### config.mk
export PLATFORM = sky130hd
export DESIGN_NAME = player_paddle
export DESIGN_NICKNAME = d
export VERILOG_FILES = /design/src/rtl/game_pkg.sv /design/src/rtl/game_tick.sv /design/src/rtl/player_paddle.sv
export SDC_FILE = /design/constraint.sdc
export NUM_CORES = 1
export LEC_CHECK = 0
export CORE_MARGIN = 8
export CORE_UTILIZATION = 28
export DETAILED_ROUTE_END_ITERATION = 6
export GPL_ROUTABILITY_DRIVEN = 0
export PLACE_DENSITY = 0.53
export SYNTH_ARGS = -nofsm -noshare
export SYNTH_HDL_FRONTEND = slang
export SYNTH_SLANG_ARGS = --single-unit
### constraint.sdc
create_clock -name clk -period 3.55 [get_ports clk]
set_clock_uncertainty 0.05 [all_clocks]
set_input_delay 0.5325 -clock clk [delete_from_list [all_inputs] [get_ports clk]]
set_output_delay 0.5325 -clock clk [all_outputs]
set_load 0.05 [all_outputs]
### src/rtl/game_pkg.sv
// Shared game constants and the player FSM state type, used by the player,
// enemy and collision logic.
package game_pkg;

    localparam int SCREEN_W = 640;
    localparam int SCREEN_H = 480;
    localparam int PLAYER_Y = 440;
    localparam int SPRITE_W = 50;

    typedef enum logic [1:0] {
        ALIVE     = 2'd0,
        HIT       = 2'd1,
        GAME_OVER = 2'd2
    } player_state_t;

endpackage

### src/rtl/game_tick.sv
// Free-running divider: tick is high for one clk each time the counter wraps.
// Used as a clock enable for slow game motion instead of a derived clock.
module game_tick #(
    parameter int DIV = 350000
) (
    input  logic clk,
    input  logic rst_n,
    output logic tick
);

    localparam int CW = (DIV > 1) ? $clog2(DIV) : 1;
    localparam logic [CW-1:0] LAST = CW'(DIV - 1);

    logic [CW-1:0] cnt;

    always_ff @(posedge clk or negedge rst_n) begin
        if (!rst_n) begin
            cnt <= '0;
        end else if (cnt == LAST) begin
            cnt <= '0;
        end else begin
            cnt <= cnt + CW'(1);
        end
    end

    assign tick = (cnt == LAST);

endmodule

### src/rtl/player_paddle.sv
// Player paddle: movement, lives, invulnerability blink, score and restart.
// Define PLAYER_WRAP_EN to make the paddle wrap at screen edges instead of clamping.
module player_paddle
    import game_pkg::*;
#(
    parameter int X_INIT       = 295,
    parameter int Y_POS        = PLAYER_Y,
    parameter int PADDLE_W     = SPRITE_W,
    parameter int X_MAX        = SCREEN_W,
    parameter int STEP         = 4,
    parameter int TICK_DIV     = 350000,
    parameter int LIVES        = 3,
    parameter int INVULN_TICKS = 32
) (
    input  logic        clk,
    input  logic        rst_n,
    input  logic        btn_left,
    input  logic        btn_right,
    input  logic        btn_start,
    input  logic        collision,
    input  logic        enemy_escaped,
    output logic [15:0] x_paddle1,
    output logic [15:0] y_paddle1,
    output logic        player_on,
    output logic [1:0]  lives,
    output logic [7:0]  score,
    output logic        game_over
);

    localparam logic [15:0] X_LIM     = 16'(X_MAX - PADDLE_W);
    localparam logic [15:0] STEP_W    = 16'(STEP);
    localparam logic [15:0] X_RST     = 16'(X_INIT);
    localparam logic [1:0]  LIVES_RST = 2'(LIVES);
    // At least 3 bits so bit 2 exists for the blink pattern.
    localparam int IW = ($clog2(INVULN_TICKS + 1) > 3) ? $clog2(INVULN_TICKS + 1) : 3;
    localparam logic [IW-1:0] INV_LOAD = IW'(INVULN_TICKS);
    localparam logic [IW-1:0] INV_ONE  = IW'(1);

    // Synchronizer bit order: {left, right, start, collision, escaped}
    logic [4:0] meta_q, sync_q;
    logic [2:0] edge_q;
    logic [2:0] rise;
    logic       left_s, right_s, start_p, hit_p, esc_p;
    logic       tick;

    player_state_t state, state_nx;
    logic [15:0]   x_q, x_nx;
    logic [1:0]    lives_q, lives_nx;
    logic [7:0]    score_q, score_nx;
    logic          player_on_q, player_on_nx;
    logic          game_over_q, game_over_nx;
    logic [IW-1:0] inv_cnt, inv_nx, inv_dec;

    always_ff @(posedge clk or negedge rst_n) begin
        if (!rst_n) begin
            meta_q <= '0;
            sync_q <= '0;
            edge_q <= '0;
        end else begin
            meta_q <= {btn_left, btn_right, btn_start, collision, enemy_escaped};
            sync_q <= meta_q;
            edge_q <= sync_q[2:0];
        end
    end

    assign left_s  = sync_q[4];
    assign right_s = sync_q[3];
    assign rise    = sync_q[2:0] & ~edge_q;
    assign start_p = rise[2];
    assign hit_p   = rise[1];
    assign esc_p   = rise[0];

    game_tick #(.DIV(TICK_DIV)) u_tick (
        .clk   (clk),
        .rst_n (rst_n),
        .tick  (tick)
    );

    // Compare before add/subtract so 16-bit arithmetic never wraps.
    function automatic logic [15:0] move_x(input logic [15:0] x, input logic l, input logic r);
        move_x = x;
        if (l && !r) begin
            if (x < STEP_W) begin
`ifdef PLAYER_WRAP_EN
                move_x = X_LIM;
`else
                move_x = '0;
`endif
            end else begin
                move_x = x - STEP_W;
            end
        end else if (r && !l) begin
            if (x + STEP_W > X_LIM) begin
`ifdef PLAYER_WRAP_EN
                move_x = '0;
`else
                move_x = X_LIM;
`endif
            end else begin
                move_x = x + STEP_W;
            end
        end
    endfunction

    always_ff @(posedge clk or negedge rst_n) begin
        if (!rst_n) begin
            state <= ALIVE;
        end else begin
            state <= state_nx;
        end
    end

    always_comb begin
        state_nx = state;
        case (state)
            ALIVE:     if (hit_p) state_nx = (lives_q <= 2'd1) ? GAME_OVER : HIT;
            HIT:       if (tick && inv_cnt <= INV_ONE) state_nx = ALIVE;
            GAME_OVER: if (start_p) state_nx = ALIVE;
            default:   state_nx = ALIVE;
        endcase
    end

    assign inv_dec = inv_cnt - INV_ONE;

    always_comb begin
        x_nx         = x_q;
        lives_nx     = lives_q;
        score_nx     = score_q;
        player_on_nx = player_on_q;
        game_over_nx = game_over_q;
        inv_nx       = inv_cnt;
        if (state != GAME_OVER && tick) begin
            x_nx = move_x(x_q, left_s, right_s);
        end
        case (state)
            ALIVE: begin
                if (hit_p) begin
                    if (lives_q <= 2'd1) begin
                        lives_nx     = '0;
                        player_on_nx = 1'b0;
                        game_over_nx = 1'b1;
                    end else begin
                        lives_nx = lives_q - 2'd1;
                        inv_nx   = INV_LOAD;
                    end
                end else if (esc_p && score_q != 8'hFF) begin
                    score_nx = score_q + 8'd1;
                end
            end
            HIT: begin
                if (esc_p && score_q != 8'hFF) begin
                    score_nx = score_q + 8'd1;
                end
                if (tick) begin
                    if (inv_cnt <= INV_ONE) begin
                        inv_nx       = '0;
                        player_on_nx = 1'b1;
                    end else begin
                        inv_nx       = inv_dec;
                        player_on_nx = ~inv_dec[2];
                    end
                end
            end
            GAME_OVER: begin
                if (start_p) begin
                    x_nx         = X_RST;
                    lives_nx     = LIVES_RST;
                    score_nx     = '0;
                    player_on_nx = 1'b1;
                    game_over_nx = 1'b0;
                end
            end
            default: ;
        endcase
    end

    always_ff @(posedge clk or negedge rst_n) begin
        if (!rst_n) begin
            x_q         <= X_RST;
            lives_q     <= LIVES_RST;
            score_q     <= '0;
            player_on_q <= 1'b1;
            game_over_q <= 1'b0;
            inv_cnt     <= '0;
        end else begin
            x_q         <= x_nx;
            lives_q     <= lives_nx;
            score_q     <= score_nx;
            player_on_q <= player_on_nx;
            game_over_q <= game_over_nx;
            inv_cnt     <= inv_nx;
        end
    end

    assign x_paddle1 = x_q;
    assign y_paddle1 = 16'(Y_POS);
    assign player_on = player_on_q;
    assign lives     = lives_q;
    assign score     = score_q;
    assign game_over = game_over_q;

endmodule

==> results.py, run 1 <==
metrics = {
    "outcome": {
        "status": "finished clean",
    },
    "logic_synthesis": {
        "ys_ff_latch": 68,
        "synthAdderAreaFrac_pct": 3.46,
        "syn-cell-area_mm2": 0.00427,
        "synth_xor_area_share_pct": 4.31,
        "synth_area_leaders": "dfrtp_1, dfstp_2, nand2_1",
        "synthMostInstantiatedCell": "dfrtp_1",
        "synth_edf_count": 0,
        "async_flop_share_pct": 100,
        "ys_seq_area_share_pct": 40.1,
        "synthesis.instances": 499,
        "synth_top_area_share_pct": 35.1,
        "syn_avg_cell_area_um2": 8.56,
        "synth_compound_area_share_pct": 19.7,
        "synth_top_cells_by_count": "dfrtp_1, nand2_1, nor2_1",
        "synth-simple-area-share_pct": 24.6,
        "yosys_warnings": 0,
        "synth_top_family_by_area": "simple AND/OR/NAND/NOR gates",
        "synth_mux_area_share_pct": 0,
        "synth_top_area_cell": "dfrtp_1",
        "synth-main-ff-cell": "dfrtp_1",
        "synth_cell_types": 63,
    },
    "die": {
        "die-area_mm2": 0.0195,
        "initial_core_util_pct": 28.4,
        "fp-row-count": 45,
        "num_io_pins": 51,
        "core_mm2": 0.0150,
        "die_height_um": 140,
        "die_w_um": 140,
    },
    "grt": {
        "grt.met1_usage_pct": 14.2,
        "grt.overflow.total": 0,
        "grt_max_degree": 69,
        "antenna_found_initial": 0,
        "use_met2_pct": 18.6,
        "grt_use_total_pct": 11.6,
        "grt_pass1_vias": 3727,
        "top_usage_layer": "met2",
        "grt_first_pass_wirelength_um": 18700,
        "use_met3_pct": 3.73,
    },
    "drt": {
        "drtAntennaViolNets": 0,
        "wl_per_cell_um": 15.7,
        "totalWireLength_um": 11200,
        "drt_iter0_markers": 299,
        "via_per_inst": 5.32,
        "drc": 0,
        "dr_total_vias": 3790,
        "firstDrtPassIters": 5,
    },
    "placement": {
        "io_buffers": 34,
        "dp_cells": 696,
        "dp_hpwl_um": 7840,
    },
    "power_and_ir_drop": {
        "peakVddDrop_v": 0.000406,
        "p_leak_nw": 2.03,
        "p_per_area_mw_per_mm2": 549,
    },
    "cts": {
        "postCtsSetupRepairBufs": 0,
        "post_cts_resize_count": 0,
        "cts_hold_repair.buffers": 0,
        "clock_latency_ns": 0.33,
        "cts_max_path_buffers": 2,
        "numCtsBuffers": 9,
        "cts_tree": "yes",
        "cts.htree.levels": 3,
        "clk_pin_slew_worst_paths_ns": 0.06,
        "clock-sinks": 68,
        "cts-root-buf": "clkbuf_16",
    },
    "setup_path": {
        "end_kind": "register",
        "critPathRequiredTime_ns": 3.72,
        "crit_path_max_fanout": 12,
        "cp.arrival_ns": 3.19,
        "path_class": "register to register",
        "startpoint_type": "register",
    },
    "sta": {
        "drv_slew": 0,
        "slew_headroom_pct": 41.1,
        "rsz0062_at_grt": "no",
        "fmax_mhz": 331,
        "min_period_over_period_pct": 85.1,
        "setup_tns_ns": 0,
        "fin_crit_ns": 3.02,
        "hold_viol": 0,
        "finalSetupViolCount": 0,
        "holdWs_ns": 0.299,
        "tightest_slew_ns": 0.880,
    },
    "flow_run": {
        "cap_violations": 0,
    },
    "layout": {
        "final_util_pct": 33.2,
        "num_antenna_cells": 0,
        "drive_above_1_share_pct": 7.44,
        "final_nets": 537,
        "fillCellCount": 1564,
        "fin_cells": 712,
        "syn_to_final_growth_pct": 17.0,
    },
    "worst_hold_path": {
        "hold_path.class": "register to register",
    },
}
==> through the flow <==
stage	area [um2]	setup slack, ns	total power [mW]
2_1_floorplan	4320	0.617	1.56
3_3_place_gp	4680	0.612	1.78
3_5_place_dp	4680	0.568	1.79
4_1_cts	5000	0.546	2.79
5_1_grt	5000	0.326	2.91
6_report	5000	0.528	2.74
==> path summary, 6_finish.rpt <==
path                                           endpoint  slack [ns]                    from  depth (start not counted)
worst min-delay path                sync_q[1]$_DFF_PN0_        0.30     meta_q[1]$_DFF_PN0_                          0
min in group asynchronous       u_tick.cnt[0]$_DFF_PN0_        0.35                   rst_n                          2
worst max-delay path             x_paddle1[9]$_DFF_PN0_        0.53  x_paddle1[2]$_DFF_PN1_                          8
worst max register to register   x_paddle1[9]$_DFF_PN0_        0.53  x_paddle1[2]$_DFF_PN1_                          8
max in group asynchronous        inv_cnt[2]$_DFFE_PN0P_        2.53                   rst_n                          2
worst min register to register      sync_q[1]$_DFF_PN0_        0.30     meta_q[1]$_DFF_PN0_                          0
==> kinds of logic after synthesis <==
group,after synthesis
flops,68
simple gates,204
fa+ha+maj,12
xor+xnor,21
buf+inv,64
other cells,2
compound gates,128
==> power by group <==
group | switching, mW | internal, mW
combinational | 0.549 | 0.244
clock | 0.345 | 0.616
sequential | 0.114 | 0.874
total | 1.01 | 1.73
==> per-layer routing <==
layer | vias to the layer above | part of all wire, %
li1 | 1816 | -
met1 | 1846 | 45
met2 | 103 | 47
met3 | 25 | 5.5
met4 | 0 | 2.2
met5 | - | 0
==> critical path, stage by stage, from the launching register on <==
cell	delay, ns
dfstp_2	0.65
ha_1	0.43
and3b_1	0.24
a211o_2	0.32
nand4_1	0.13
nand3b_1	0.11
and3_1	0.25
or4_1	0.49
a41o_1	0.24
==> cells in the final DEF (no fill, tap or decap), types with 5 or more instances in the layout <==
cell type / n
nand2b_1: 9
nor4_1: 6
clkdlybuf4s50_1: 33
xnor2_1: 13
conb_1: 16
nor3_1: 13
clkbuf_16: 9
o21ai_0: 36
nand2_1: 56
o31ai_1: 11
a22oi_1: 5
nand3_1: 20
nand4_1: 16
buf_4: 5
and3_1: 10
nor2_1: 37
xor2_1: 8
a21oi_1: 31
a21o_1: 5
inv_1: 19
and2_1: 6
ha_1: 11
and4_1: 6
a31oi_1: 5
nor2b_1: 5
dfstp_2: 8
dfrtp_1: 60
==> sequential cells by signal (all words and copies together) (netlist names) <==
name	cells
sync_q	5
meta_q	5
game_over	1
state	2
x_paddle1	16
lives	2
u_tick.cnt	19
score	8
inv_cnt	6
player_on	1
edge_q	3
==> cell type report <==
class | count | area (um2) | area share, %
clock buffer | 10 | 229 | 4.58
clock inverter | 6 | 88.8 | 1.78
inverter | 20 | 75.1 | 1.50
multi-input combinational | 381 | 2280 | 45.7
sequential | 68 | 1710 | 34.3
tap | 188 | 235 | 4.71
timing repair buffer | 39 | 373 | 7.46
(Power assumes the default switching activity.)
==> run 2, diff against run 1 <==
SETUP_SLACK_MARGIN = 0.05   (was default)
==> results of run 2 <==
The final DEF is identical to that of run 1; final timing and power are the same.
==> run 3, diff against run 2 <==
clock period = 3.7 ns   (was 3.55 ns; I/O delays follow)
==> results.py, run 3 (same netlist as run 1, synthesis figures left out) <==
metrics = {
    "sta": {
        "hold_viol": 0,
        "worst_slack_ns": 0.680,
        "fmax_mhz": 331,
        "rsz0062_at_grt": "no",
        "holdWs_ns": 0.228,
        "drv_slew": 0,
        "fin_crit_ns": 3.02,
        "min_period_over_period_pct": 81.6,
        "tightest_slew_ns": 1.02,
        "setup_tns_ns": 0,
        "slew_headroom_pct": 31.4,
        "finalSetupViolCount": 0,
    },
    "setup_path": {
        "r2r_start": "x_paddle1[2]$_DFF_PN1_",
        "crit_path_max_fanout": 12,
        "rrSetupSlack_ns": 0.68,
        "reg2reg_depth": 8,
        "startpoint_type": "register",
        "critPathRequiredTime_ns": 3.87,
        "end_kind": "register",
        "r2r_end": "x_paddle1[9]$_DFF_PN0_",
        "cp.arrival_ns": 3.19,
        "path_class": "register to register",
    },
    "cts": {
        "cts_max_path_buffers": 2,
        "cts.htree.levels": 3,
        "post_cts_resize_count": 0,
        "cts_tree": "yes",
        "clock_latency_ns": 0.33,
        "cts-root-buf": "clkbuf_16",
        "cts_hold_repair.buffers": 0,
        "postCtsSetupRepairBufs": 0,
        "clock-sinks": 68,
        "numCtsBuffers": 9,
        "clk_pin_slew_worst_paths_ns": 0.06,
    },
    "die": {
        "fp-row-count": 45,
        "core_mm2": 0.0150,
        "initial_core_util_pct": 28.4,
        "die_w_um": 140,
        "num_io_pins": 51,
        "die-area_mm2": 0.0195,
        "die_height_um": 140,
    },
    "drt": {
        "drc": 0,
        "wl_per_cell_um": 15.6,
        "drt_iter0_markers": 294,
        "dr_total_vias": 3770,
        "drtAntennaViolNets": 0,
        "firstDrtPassIters": 4,
        "totalWireLength_um": 11100,
        "via_per_inst": 5.29,
    },
    "placement": {
        "place_ws_ns": 0.713,
        "io_buffers": 34,
        "place_area_mm2": 0.00468,
        "dp_hpwl_um": 8000,
    },
    "grt": {
        "grt_first_pass_wirelength_um": 18700,
        "grt_use_total_pct": 11.5,
        "grt.met1_usage_pct": 14.0,
        "use_met2_pct": 18.6,
        "grt.overflow.total": 0,
        "grt_pass1_vias": 3729,
        "grt_max_degree": 32,
        "antenna_found_initial": 0,
        "use_met3_pct": 3.21,
        "top_usage_layer": "met2",
    },
    "power_and_ir_drop": {
        "power_frac_seq_pct": 35.9,
        "switching_share_pct": 36.3,
        "peakVddDrop_v": 0.000262,
        "power_frac_clock_pct": 35.2,
        "internal_power_mw": 1.68,
        "p_per_area_mw_per_mm2": 526,
        "p_leak_nw": 2.04,
        "p_comb_share_pct": 28.9,
        "switchingPower_mw": 0.955,
        "power_mw": 2.63,
    },
    "layout": {
        "fin_area_mm2": 0.00500,
        "largest_reg_flops": 19,
        "syn_to_final_growth_pct": 17.2,
        "regMostFlops": "u_tick.cnt",
        "layout_commonest_cell": "dfrtp_1",
        "fillCellCount": 1543,
        "layout_common_cells": "dfrtp_1, nand2_1, nor2_1, o21ai_0, clkdlybuf4s50_1",
        "final_nets": 537,
        "num_antenna_cells": 0,
        "drive_above_1_share_pct": 7.63,
    },
    "outcome": {
        "status": "finished clean",
    },
    "worst_hold_path": {
        "hold_path.class": "input pin to asynchronous set/reset pin",
    },
    "flow_run": {
        "cap_violations": 0,
    },
}
## run 3: final cells by class
cell class	count	area, um2	area share (%)
multi-input cells	381	2280	45.6
clock inverters	6	87.6	1.75
repair buffers	39	373	7.45
clock buffers	10	239	4.77
inverters	20	75.1	1.50
flip-flops and latches	68	1710	34.2
well taps	188	235	4.70
## run 3: how the worst max path moves through the flow
stage / start / to / depth (start not counted)
detailed placement: x_paddle1[2]$_DFF_PN1_ / x_paddle1[9]$_DFF_PN0_ / 8
global route: x_paddle1[2]$_DFF_PN1_ / x_paddle1[9]$_DFF_PN0_ / 8
finish: x_paddle1[2]$_DFF_PN1_ / x_paddle1[9]$_DFF_PN0_ / 8
global placement: x_paddle1[2]$_DFF_PN1_ / x_paddle1[9]$_DFF_PN0_ / 8
CTS: x_paddle1[2]$_DFF_PN1_ / x_paddle1[9]$_DFF_PN0_ / 8
floorplan: x_paddle1[2]$_DFF_PN1_ / x_paddle1[9]$_DFF_PN0_ / 11
## run 3: per-stage QoR
stage,util [%],std cells
after detailed placement,31.1,696
after global placement,31.1,696
final,33.3,712
after floorplan,-,513
after CTS,33.3,712
after global routing,33.3,712
## run 3: metal layers
metal | share of wire (%) | vias up
li1 | - | 1810
met1 | 44 | 1826
met2 | 48 | 111
met3 | 5.5 | 23
met4 | 2.4 | 0
met5 | 0 | -
## run 3: power groups by stage
| stage | clock, mW | sequential, mW | combinational [mW] |
|---|---|---|---|
| 2_1_floorplan | 0 | 1.08 | 0.417 |
| 3_3_place_gp | 0 | 0.953 | 0.756 |
| 3_5_place_dp | 0 | 0.956 | 0.765 |
| 4_1_cts | 0.957 | 0.945 | 0.767 |
| 5_1_grt | 0.983 | 0.959 | 0.847 |
| 6_report | 0.927 | 0.947 | 0.760 |
## run 3: critical path, stage by stage (launching register included)
cell and delay (ns):
dfstp_2 0.64, ha_1 0.43, and3b_1 0.24, a211o_2 0.32, nand4_1 0.13, nand3b_1 0.12, and3_1 0.26, or4_1 0.48
a41o_1 0.24
